## src/rtl/fir_stream_ctrl.sv

```systemverilog
// fir_stream_ctrl: stream controller for a free-running systolic FIR chain.
// Handshake in, tagged chain head drive, tail capture into FIFO, credit flow.
//
// Ports:
//   clk, rstn              clock, async active-low reset
//   in_valid/in_data       upstream sample stream (in_ready back)
//   flush / flush_busy     drain request / drain in progress
//   chain_x, chain_y       chain head inputs (x registered, y tied 0)
//   chain_yout             chain tail output
//   out_valid/out_data     filtered output stream (out_ready back)
//
// Optional feature macro: FIR_STREAM_FLUSH_EN (flush sequence).
module fir_stream_ctrl #(
    parameter int BITS       = 16,
    parameter int TAPS       = 8,
    parameter int CHAIN_LAT  = 24,
    parameter int FIFO_DEPTH = 32
) (
    input  logic            clk,
    input  logic            rstn,
    input  logic            in_valid,
    input  logic [BITS-1:0] in_data,
    output logic            in_ready,
    input  logic            flush,
    output logic            flush_busy,
    output logic [BITS-1:0] chain_x,
    output logic [BITS-1:0] chain_y,
    input  logic [BITS-1:0] chain_yout,
    output logic            out_valid,
    output logic [BITS-1:0] out_data,
    input  logic            out_ready
);

    localparam int AW = $clog2(FIFO_DEPTH);
    localparam int CW = $clog2(FIFO_DEPTH + 1);

    typedef enum logic [1:0] {IDLE, RUN, FLUSH} state_t;

    state_t              state;
    logic [CW-1:0]       credits;
    // tags[0] lines up with chain_x; tags[CHAIN_LAT] with chain_yout
    logic [CHAIN_LAT:0]  tags;
    logic                accept;
    logic                inject;
    logic                push;
    logic                pop;
    logic                wr;
    logic                head_free;
    logic                mem_wr;
    logic                mem_rd;
    logic [BITS-1:0]     mem [FIFO_DEPTH];
    logic [AW-1:0]       wr_ptr;
    logic [AW-1:0]       rd_ptr;
    logic [AW:0]         count;

    assign in_ready = (credits != '0) && (state != FLUSH);
    assign accept   = in_valid && in_ready;
    assign push     = accept || inject;
    assign pop      = out_valid && out_ready;
    assign wr       = tags[CHAIN_LAT];
    assign chain_y  = '0;

    // Head register refills from backing store first, else bypasses a write
    assign head_free = !out_valid || out_ready;
    assign mem_rd    = head_free && (count != '0);
    assign mem_wr    = wr && !(head_free && (count == '0));

`ifdef FIR_STREAM_FLUSH_EN
    localparam int FW = (TAPS > 2) ? $clog2(TAPS - 1) : 1;

    logic [FW-1:0] fcnt;

    assign inject     = (state == FLUSH) && (credits != '0);
    assign flush_busy = (state == FLUSH);

    always_ff @(posedge clk or negedge rstn) begin
        if (!rstn) begin
            state <= IDLE;
            fcnt  <= '0;
        end else begin
            case (state)
                IDLE: if (accept) state <= RUN;
                RUN: begin
                    if (flush) begin
                        fcnt  <= '0;
                        state <= (TAPS > 1) ? FLUSH : IDLE;
                    end
                end
                FLUSH: begin
                    if (inject) begin
                        if (fcnt == FW'(TAPS - 2)) state <= IDLE;
                        else fcnt <= fcnt + FW'(1);
                    end
                end
                default: state <= IDLE;
            endcase
        end
    end
`else
    localparam int unused_taps = TAPS;

    logic unused_flush;

    assign unused_flush = flush;
    assign inject       = 1'b0;
    assign flush_busy   = 1'b0;

    always_ff @(posedge clk or negedge rstn) begin
        if (!rstn) begin
            state <= IDLE;
        end else begin
            case (state)
                IDLE:    if (accept) state <= RUN;
                RUN:     state <= RUN;
                default: state <= IDLE;
            endcase
        end
    end
`endif

    always_ff @(posedge clk or negedge rstn) begin
        if (!rstn) begin
            credits <= CW'(FIFO_DEPTH);
            tags    <= '0;
            chain_x <= '0;
        end else begin
            case ({push, pop})
                2'b10:   credits <= credits - CW'(1);
                2'b01:   credits <= credits + CW'(1);
                default: credits <= credits;
            endcase
            tags    <= {tags[CHAIN_LAT-1:0], push};
            chain_x <= accept ? in_data : '0;
        end
    end

    always_ff @(posedge clk) begin
        if (mem_wr) mem[wr_ptr] <= chain_yout;
    end

    always_ff @(posedge clk or negedge rstn) begin
        if (!rstn) begin
            wr_ptr    <= '0;
            rd_ptr    <= '0;
            count     <= '0;
            out_valid <= 1'b0;
            out_data  <= '0;
        end else begin
            if (head_free) begin
                if (count != '0) begin
                    out_data  <= mem[rd_ptr];
                    out_valid <= 1'b1;
                end else if (wr) begin
                    out_data  <= chain_yout;
                    out_valid <= 1'b1;
                end else begin
                    out_valid <= 1'b0;
                end
            end
            if (mem_rd) rd_ptr <= rd_ptr + AW'(1);
            if (mem_wr) wr_ptr <= wr_ptr + AW'(1);
            case ({mem_wr, mem_rd})
                2'b10:   count <= count + (AW+1)'(1);
                2'b01:   count <= count - (AW+1)'(1);
                default: count <= count;
            endcase
        end
    end

endmodule

```

## config.mk

```make
export PLATFORM = sky130hd
export DESIGN_NAME = fir_stream_ctrl
export DESIGN_NICKNAME = d
export VERILOG_FILES = /design/src/rtl/fir_stream_ctrl.sv
export SDC_FILE = /design/constraint.sdc
export NUM_CORES = 1
export LEC_CHECK = 0
export ABC_AREA = 1
export CELL_PAD_IN_SITES_DETAIL_PLACEMENT = 0
export CELL_PAD_IN_SITES_GLOBAL_PLACEMENT = 2
export CORE_AREA = 2 2 321 323
export CTS_CLUSTER_DIAMETER = 80
export DETAILED_ROUTE_END_ITERATION = 7
export DIE_AREA = 0 0 323 325
export GPL_TIMING_DRIVEN = 0
export PLACE_DENSITY_LB_ADDON = 0.1
export SLEW_MARGIN = 20
export SYNTH_ARGS = -nofsm -noshare
export SYNTH_HDL_FRONTEND = slang
export SYNTH_SLANG_ARGS = --single-unit
```

## constraint.sdc

```tcl
create_clock -name clk -period 7.2 [get_ports clk]
set_clock_uncertainty 0.2 [all_clocks]
set_input_delay 1.08 -clock clk [delete_from_list [all_inputs] [get_ports clk]]
set_output_delay 1.08 -clock clk [all_outputs]
set_load 0.05 [all_outputs]
```

==> impl_metrics.env, run 1 <==
export IMPL_hold_start="tags[19]"
export IMPL_hp_class="flop to flop"
export IMPL_hold_viol_final=0
export IMPL_start_kind="primary input"
export IMPL_holdPathStages=0
export IMPL_drt_pass1_iterations=5
export IMPL_r2r_end="count[4]"
export IMPL_outcome="finished, final reports clean"
export IMPL_fin_cells=4026
export IMPL_post_cts_setup_buffers=0
export IMPL_wl_met1_microns=40500
export IMPL_highest_layer="met4"
export IMPL_final_setup_viol_count=0
export IMPL_fillerInstances=10533
export IMPL_crit_fanout=6
export IMPL_period_share=0.500
export IMPL_maxSlewHeadroom=0.413
export IMPL_drt_wl_total_microns=84700
export IMPL_finalSetupTns_ns=0
export IMPL_path_class="primary input to flop"
export IMPL_core_rowCount=117
export IMPL_grt_max_degree=57
export IMPL_cts_buffers=73
export IMPL_cts_tree="done"
export IMPL_die_width_microns=323
export IMPL_grt_pass1_vias=16564
export IMPL_syn_cell_area_sq_um=25200
export IMPL_clockBufferDepth=3
export IMPL_yosysMostFrequentCell="nand2_1"
export IMPL_register_area_sq_um=17400
export IMPL_cp_arrival_ns=3.94
export IMPL_post_dp_hpwl_microns=63100
export IMPL_yosysUniqueCellTypes=36
export IMPL_holdBufCountCts=0
export IMPL_antenna_found_initial=3
export IMPL_timing_final_max_slew_violations=0
export IMPL_io_pins=88
export IMPL_htreeDepth=3
export IMPL_die_area_sq_um=105000
export IMPL_power_total_mw=12.4
export IMPL_clock_root_buffer="clkbuf_16"
export IMPL_clkLatencyLatePin_ns=0.64
export IMPL_grt_setup_unrepaired="false"
export IMPL_port_buffers=69
export IMPL_grt_pass1_wl_microns=121000
export IMPL_via_per_inst=4.18
export IMPL_ys_ff_latch=592
export IMPL_initial_core_util=0.249
export IMPL_irDropWorstVdd_mv=0.195
export IMPL_final_layout_size_suffix_gt1_frac=0.124
export IMPL_fin_nets=2649
export IMPL_yosys_warnings=0
export IMPL_yosysTopAreaCell="edfxtp_1"
export IMPL_syn_area_per_cell_sq_um=10.6
export IMPL_overflow=0
export IMPL_tightestPinTransition_ns=0.879
export IMPL_cts_sinks=592
export IMPL_postCtsResizedCells=0
export IMPL_core_sq_um=101000
export IMPL_grt_usage=0.162
export IMPL_maxCapViolCount=0
export IMPL_dpl_cell_count=3891
export IMPL_synthTopCellsByCount="nand2_1 (817), edfxtp_1 (512), nand3_1 (317), inv_1 (286), nor2_1 (120)"
export IMPL_post_route_min_period_ns=3.60
export IMPL_holdPathEnd="tags[20]"
export IMPL_cts_clk_slew_worst_paths_ns=0.06
export IMPL_ant_nets=0
export IMPL_route_met2_wl_microns=39700
export IMPL_syn2layout_area_growth_pct=21.9
export IMPL_reg2reg_slack_ns=3.83
export IMPL_gp_congestion=0.748
export IMPL_seq_area_frac_synth=0.688
export IMPL_r2r_cells=16
export IMPL_synth_area_top_cells="edfxtp_1 (61%), nand2_1 (12%), dfrtp_1 (7.8%)"
export IMPL_drc=0
export IMPL_utilization=0.304
export IMPL_synth_edf_count=512
export IMPL_die_h_microns=325
export IMPL_num_vias=16834
export IMPL_max_freq_mhz=278
export IMPL_dr_wl_met3_microns=2850
export IMPL_powerDensity_nw_per_um2=403
export IMPL_async_flop_share=0.135
export IMPL_multi_input_area_sq_um=6130
export IMPL_yosys_area_top_type_share=0.609
export IMPL_timing_rr_start="count[2]"
export IMPL_wire_per_inst_microns=21.0
export IMPL_critPathCaptureType="flop"
export IMPL_yosys_most_used_dff="edfxtp_1"
export IMPL_required_ns=7.54
export IMPL_p_leak_nw=12.6
export IMPL_postSynthCellCount=2389
export IMPL_drtIter0Drc=1075
power breakdown:
| part | switching [mW] | internal, mW |
|---|---|---|
| Combinational | 3.43 | 1.26 |
| Sequential | 0.138 | 4.04 |
| Clock | 1.49 | 2.06 |
| Total | 5.05 | 7.37 |
kinds of logic after synthesis:
family	synth area share
AO/OA/AOI/OAI	0.0170
XOR/XNOR	0.00555
adder cells (fa/ha/maj)	0.00724
buffers and inverters	0.0744
flip-flops	0.688
other	0.000149
AND/OR/NAND/NOR	0.207
how the worst max path moves through the flow:
stage	slack, ns	startpoint	to
5_1_grt	3.38	out_ready	count[4]
2_1_floorplan	3.89	credits[0]	credits[3]
3_5_place_dp	2.93	out_ready	count[4]
6_report	3.60	out_ready	count[4]
3_3_place_gp	1.61	rstn	out_data[0]
4_1_cts	3.61	out_ready	count[4]
through the flow:
| stage | hold WS, ns | worst slack [ns] | instance area, sq um |
|---|---|---|---|
| after global placement | 0.134 | 1.61 | 27700 |
| after detailed placement | 0.135 | 2.93 | 28500 |
| after global routing | 0.141 | 3.38 | 30800 |
| after floorplan | 0.131 | 3.89 | 25300 |
| after CTS | 0.137 | 3.61 | 30800 |
| final | 0.137 | 3.60 | 30800 |
worst max-delay path: stages:
cell	delay [ns]
clkdlybuf4s50_1	0.47
inv_1	0.04
nand2_1	0.18
nand2_1	0.25
inv_1	0.30
ha_1	0.21
buf_2	0.20
xnor2_1	0.16
inv_1	0.07
ha_1	0.18
or2_2	0.32
nand3_1	0.09
nand3_1	0.09
xor2_1	0.15
o21ai_0	0.15
registers in the layout (all words and copies together), names as in the netlist:
register   count
rd_ptr         5
wr_ptr         5
credits        6
chain_x       16
count          6
out_valid      1
out_data      16
tags          25
mem          512
cell type report:
cell class | count | share of cell area
Antenna cell | 3 | 0.000244
Inverter | 293 | 0.0358
Timing Repair Buffer | 118 | 0.0457
Buffer | 131 | 0.0252
Clock buffer | 99 | 0.0638
Sequential cell | 592 | 0.565
Clock inverter | 33 | 0.00984
Tap cell | 1368 | 0.0556
Multi-Input combinational cell | 1389 | 0.199
metal layers:
metal,vias to the layer above,global-route usage
li1,8205,-
met1,8251,0.227
met2,293,0.262
met3,85,0.0216
met4,0,0.0445
met5,-,0
placed cells by master (no fill, tap or decap), types with 3 or more instances in the layout:
master	netlist	final
a21oi_1	38	38
buf_1	10	10
buf_12	0	6
buf_16	0	11
buf_2	67	83
buf_4	35	38
buf_6	9	33
buf_8	0	6
bufinv_16	0	4
clkbuf_1	10	32
clkbuf_16	0	73
clkbuf_8	0	4
clkdlybuf4s50_1	0	52
clkinv_1	1	10
clkinv_2	0	10
clkinvlp_4	0	3
conb_1	1	17
dfrtp_1	79	79
diode_2	0	3
edfxtp_1	512	512
ha_1	13	13
inv_1	286	286
inv_2	5	5
inv_6	0	5
nand2_1	817	817
nand2_2	3	3
nand2_4	3	3
nand3_1	317	317
nand4_1	3	3
nor2_1	120	89
nor2_2	0	31
o211ai_1	17	17
o21ai_0	10	10
xnor2_1	6	6
xor2_1	10	10
No activity file was read; power rests on OpenSTA's default activity.
==> run 2: changes to the inputs <==
==> constraint.sdc (replaced) <==
create_clock -name clk -period 3.4 [get_ports clk]
set_clock_uncertainty 0.2 [all_clocks]
set_input_delay 0.51 -clock clk [delete_from_list [all_inputs] [get_ports clk]]
set_output_delay 0.51 -clock clk [all_outputs]
set_load 0.05 [all_outputs]
==> run 2 against run 1 <==
  * Sequential power up 110%
  * Non-clock buffer count up 4
  * Largest power group unchanged
  * First-iteration DRC count down 0.93%
  * Combinational power up 110%
  * Largest cell class unchanged
  * Register-to-register slack worse by 3.6 ns
  * Sequential share of layout area down 0.10 points
  * Final cell count about the same
  * Hold slack worse by 0.0013 ns
  * Setup slack worse by 3.3 ns
  * Critical path depth up 1
  * Global-route usage unchanged
  * Via count up 0.17%
==> impl_metrics.env, run 2 (synthesis gave the netlist of run 1 again) <==
export IMPL_post_dp_hpwl_microns=63100
export IMPL_grt_pass1_wl_microns=121000
export IMPL_start_kind="flop"
export IMPL_largest_reg_flops=512
export IMPL_use_met2=0.262
export IMPL_dpl_instance_area_sq_um=28500
export IMPL_dpl_cell_count=3891
export IMPL_path_buf_inv=4
export IMPL_gr_usage_met1=0.227
export IMPL_drc=0
export IMPL_clockBufferDepth=3
export IMPL_pre_cts_ws_ns=-0.295
export IMPL_hp_class="flop to flop"
export IMPL_die_width_microns=323
export IMPL_grt_usage=0.162
export IMPL_finalInstanceArea_sq_um=30800
export IMPL_antenna_found_initial=3
export IMPL_crit_cells=16
export IMPL_hold_viol_final=0
export IMPL_final_common_cell="nand2_1"
export IMPL_cts_clk_slew_worst_paths_ns=0.06
export IMPL_initial_core_util=0.249
export IMPL_gp_congestion=0.748
export IMPL_drtIter0Drc=1065
export IMPL_crit_family="simple AND/OR/NAND/NOR gates"
export IMPL_via_per_inst=4.18
export IMPL_irDropWorstVdd_mv=0.413
export IMPL_grt_met3_usage=0.0216
export IMPL_cp_cell_sequence="inv_2 > nand2_2 > nor3_4 > nand3_4 > nand2_4 > clkinvlp_4 > ha_1 > buf_2 > xnor2_1 > inv_1 > ha_1 > or2_2 > nand3_1 > nand3_1 > xor2_1 > o21ai_0"
export IMPL_r2r_cells=16
export IMPL_core_sq_um=101000
export IMPL_drt_wl_total_microns=84700
export IMPL_overflow=0
export IMPL_hold_slack_ns=0.136
export IMPL_multi_input_area_sq_um=6140
export IMPL_p_leak_nw=12.7
export IMPL_io_pins=88
export IMPL_drt_pass1_iterations=5
export IMPL_core_rowCount=117
export IMPL_utilization=0.304
export IMPL_cts_sinks=592
export IMPL_syn2layout_area_growth_pct=22.1
export IMPL_wire_per_inst_microns=21.0
export IMPL_num_vias=16862
export IMPL_path_class="flop to flop"
export IMPL_port_buffers=69
export IMPL_maxSlewHeadroom=0.415
export IMPL_grt_max_degree=57
export IMPL_crit_fanout=8
export IMPL_cts_tree="done"
export IMPL_clock_root_buffer="clkbuf_16"
export IMPL_worst_path_max_delay_cell="dfrtp_1"
export IMPL_timing_final_ws_setup_ns=0.267
export IMPL_ant_nets=0
export IMPL_max_freq_mhz=319
export IMPL_regMostFlops="mem"
export IMPL_final_layout_size_suffix_gt1_frac=0.126
export IMPL_htreeDepth=3
export IMPL_maxCapViolCount=0
export IMPL_fin_cells=4030
export IMPL_post_route_min_period_ns=3.13
export IMPL_reg_largest_list="mem (512), tags (25)"
export IMPL_clkLatencyLatePin_ns=0.64
export IMPL_grt_pass1_vias=16567
export IMPL_timing_final_max_slew_violations=0
export IMPL_globalRoute_busiestLayer="met2"
export IMPL_final_cell_mix="nand2_1 (815), edfxtp_1 (512), nand3_1 (317), inv_1 (285), nor2_1 (89)"
export IMPL_period_share=0.921
export IMPL_holdPathStages=0
export IMPL_required_ns=3.74
export IMPL_fillerInstances=10528
export IMPL_tightestPinTransition_ns=0.876
export IMPL_die_h_microns=325
export IMPL_cts_buffers=73
export IMPL_grt_setup_unrepaired="false"
export IMPL_register_area_sq_um=17400
export IMPL_die_area_sq_um=105000
export IMPL_slowest_delay_ns=0.43
export IMPL_final_setup_viol_count=0
export IMPL_critPathCaptureType="flop"
export IMPL_fin_nets=2653
export IMPL_outcome="finished, final reports clean"
export IMPL_powerDensity_nw_per_um2=853
export IMPL_cp_arrival_ns=3.48
-- run 2: cell types whose count changed in the layout (fill, tap and decap cells not counted), sizes merged --
cell,delta
dlygate4sd3,+2
buf,+2
inv,-1
clkinvlp,+1
-- run 2: per-layer routing --
| layer | vias to the layer above | part of all wire |
|---|---|---|
| met3 | 85 | 0.032 |
| met5 | - | 0 |
| met2 | 290 | 0.47 |
| met4 | 0 | 0.020 |
| met1 | 8270 | 0.48 |
| li1 | 8217 | - |
-- run 2: worst paths after layout --
kind                           from          to  slack [ns]
max                        count[2]    count[4]        0.27
min                        tags[19]    tags[20]        0.14
max reg2reg                count[2]    count[4]        0.27
min reg2reg                tags[19]    tags[20]        0.14
max in group asynchronous      rstn  credits[5]        2.12
min in group asynchronous      rstn  chain_x[8]        0.20
-- run 2: metrics by stage --
stage               total power, mW  setup TNS (ns)
finish                         26.3               0
CTS                            26.9               0
global route                   27.9               0
detailed placement             19.2          -0.747
floorplan                      14.7               0
global placement               19.0         -331.95
-- run 2: worst register-to-register path: cells and delay by family, from the launching register on --
| family | cells | cell delay, ns |
|---|---|---|
| simple gates | 7 | 1.10 |
| buf+inv | 4 | 0.48 |
| flops | 1 | 0.43 |
| fa+ha+maj | 2 | 0.37 |
| xor+xnor | 2 | 0.34 |
| compound gates | 1 | 0.15 |
-- run 2: layout make-up --
| class | count | share of cell area |
|---|---|---|
| tap | 1368 | 0.0555 |
| sequential | 592 | 0.564 |
| timing repair buffer | 122 | 0.0468 |
| multi-input combinational | 1389 | 0.199 |
| inverter | 293 | 0.0359 |
| antenna | 3 | 0.000243 |
| buffer | 131 | 0.0252 |
| clock inverter | 33 | 0.00982 |
| clock buffer | 99 | 0.0637 |
-- run 2: report_power, final --
group / internal [mW] / leakage (nW) / switching, mW
logic: 2.68 / 5.99 / 7.26
registers: 8.56 / 5.58 / 0.295
clock network: 4.37 / 1.10 / 3.14
-- run 2: repair_timing --
action,CTS,global route
hold endpoints to repair,27,0
resized for setup,2,4
hold buffers,2,0
setup buffers,0,2
pin swaps,0,0
endpoints found under the setup margin,2,2
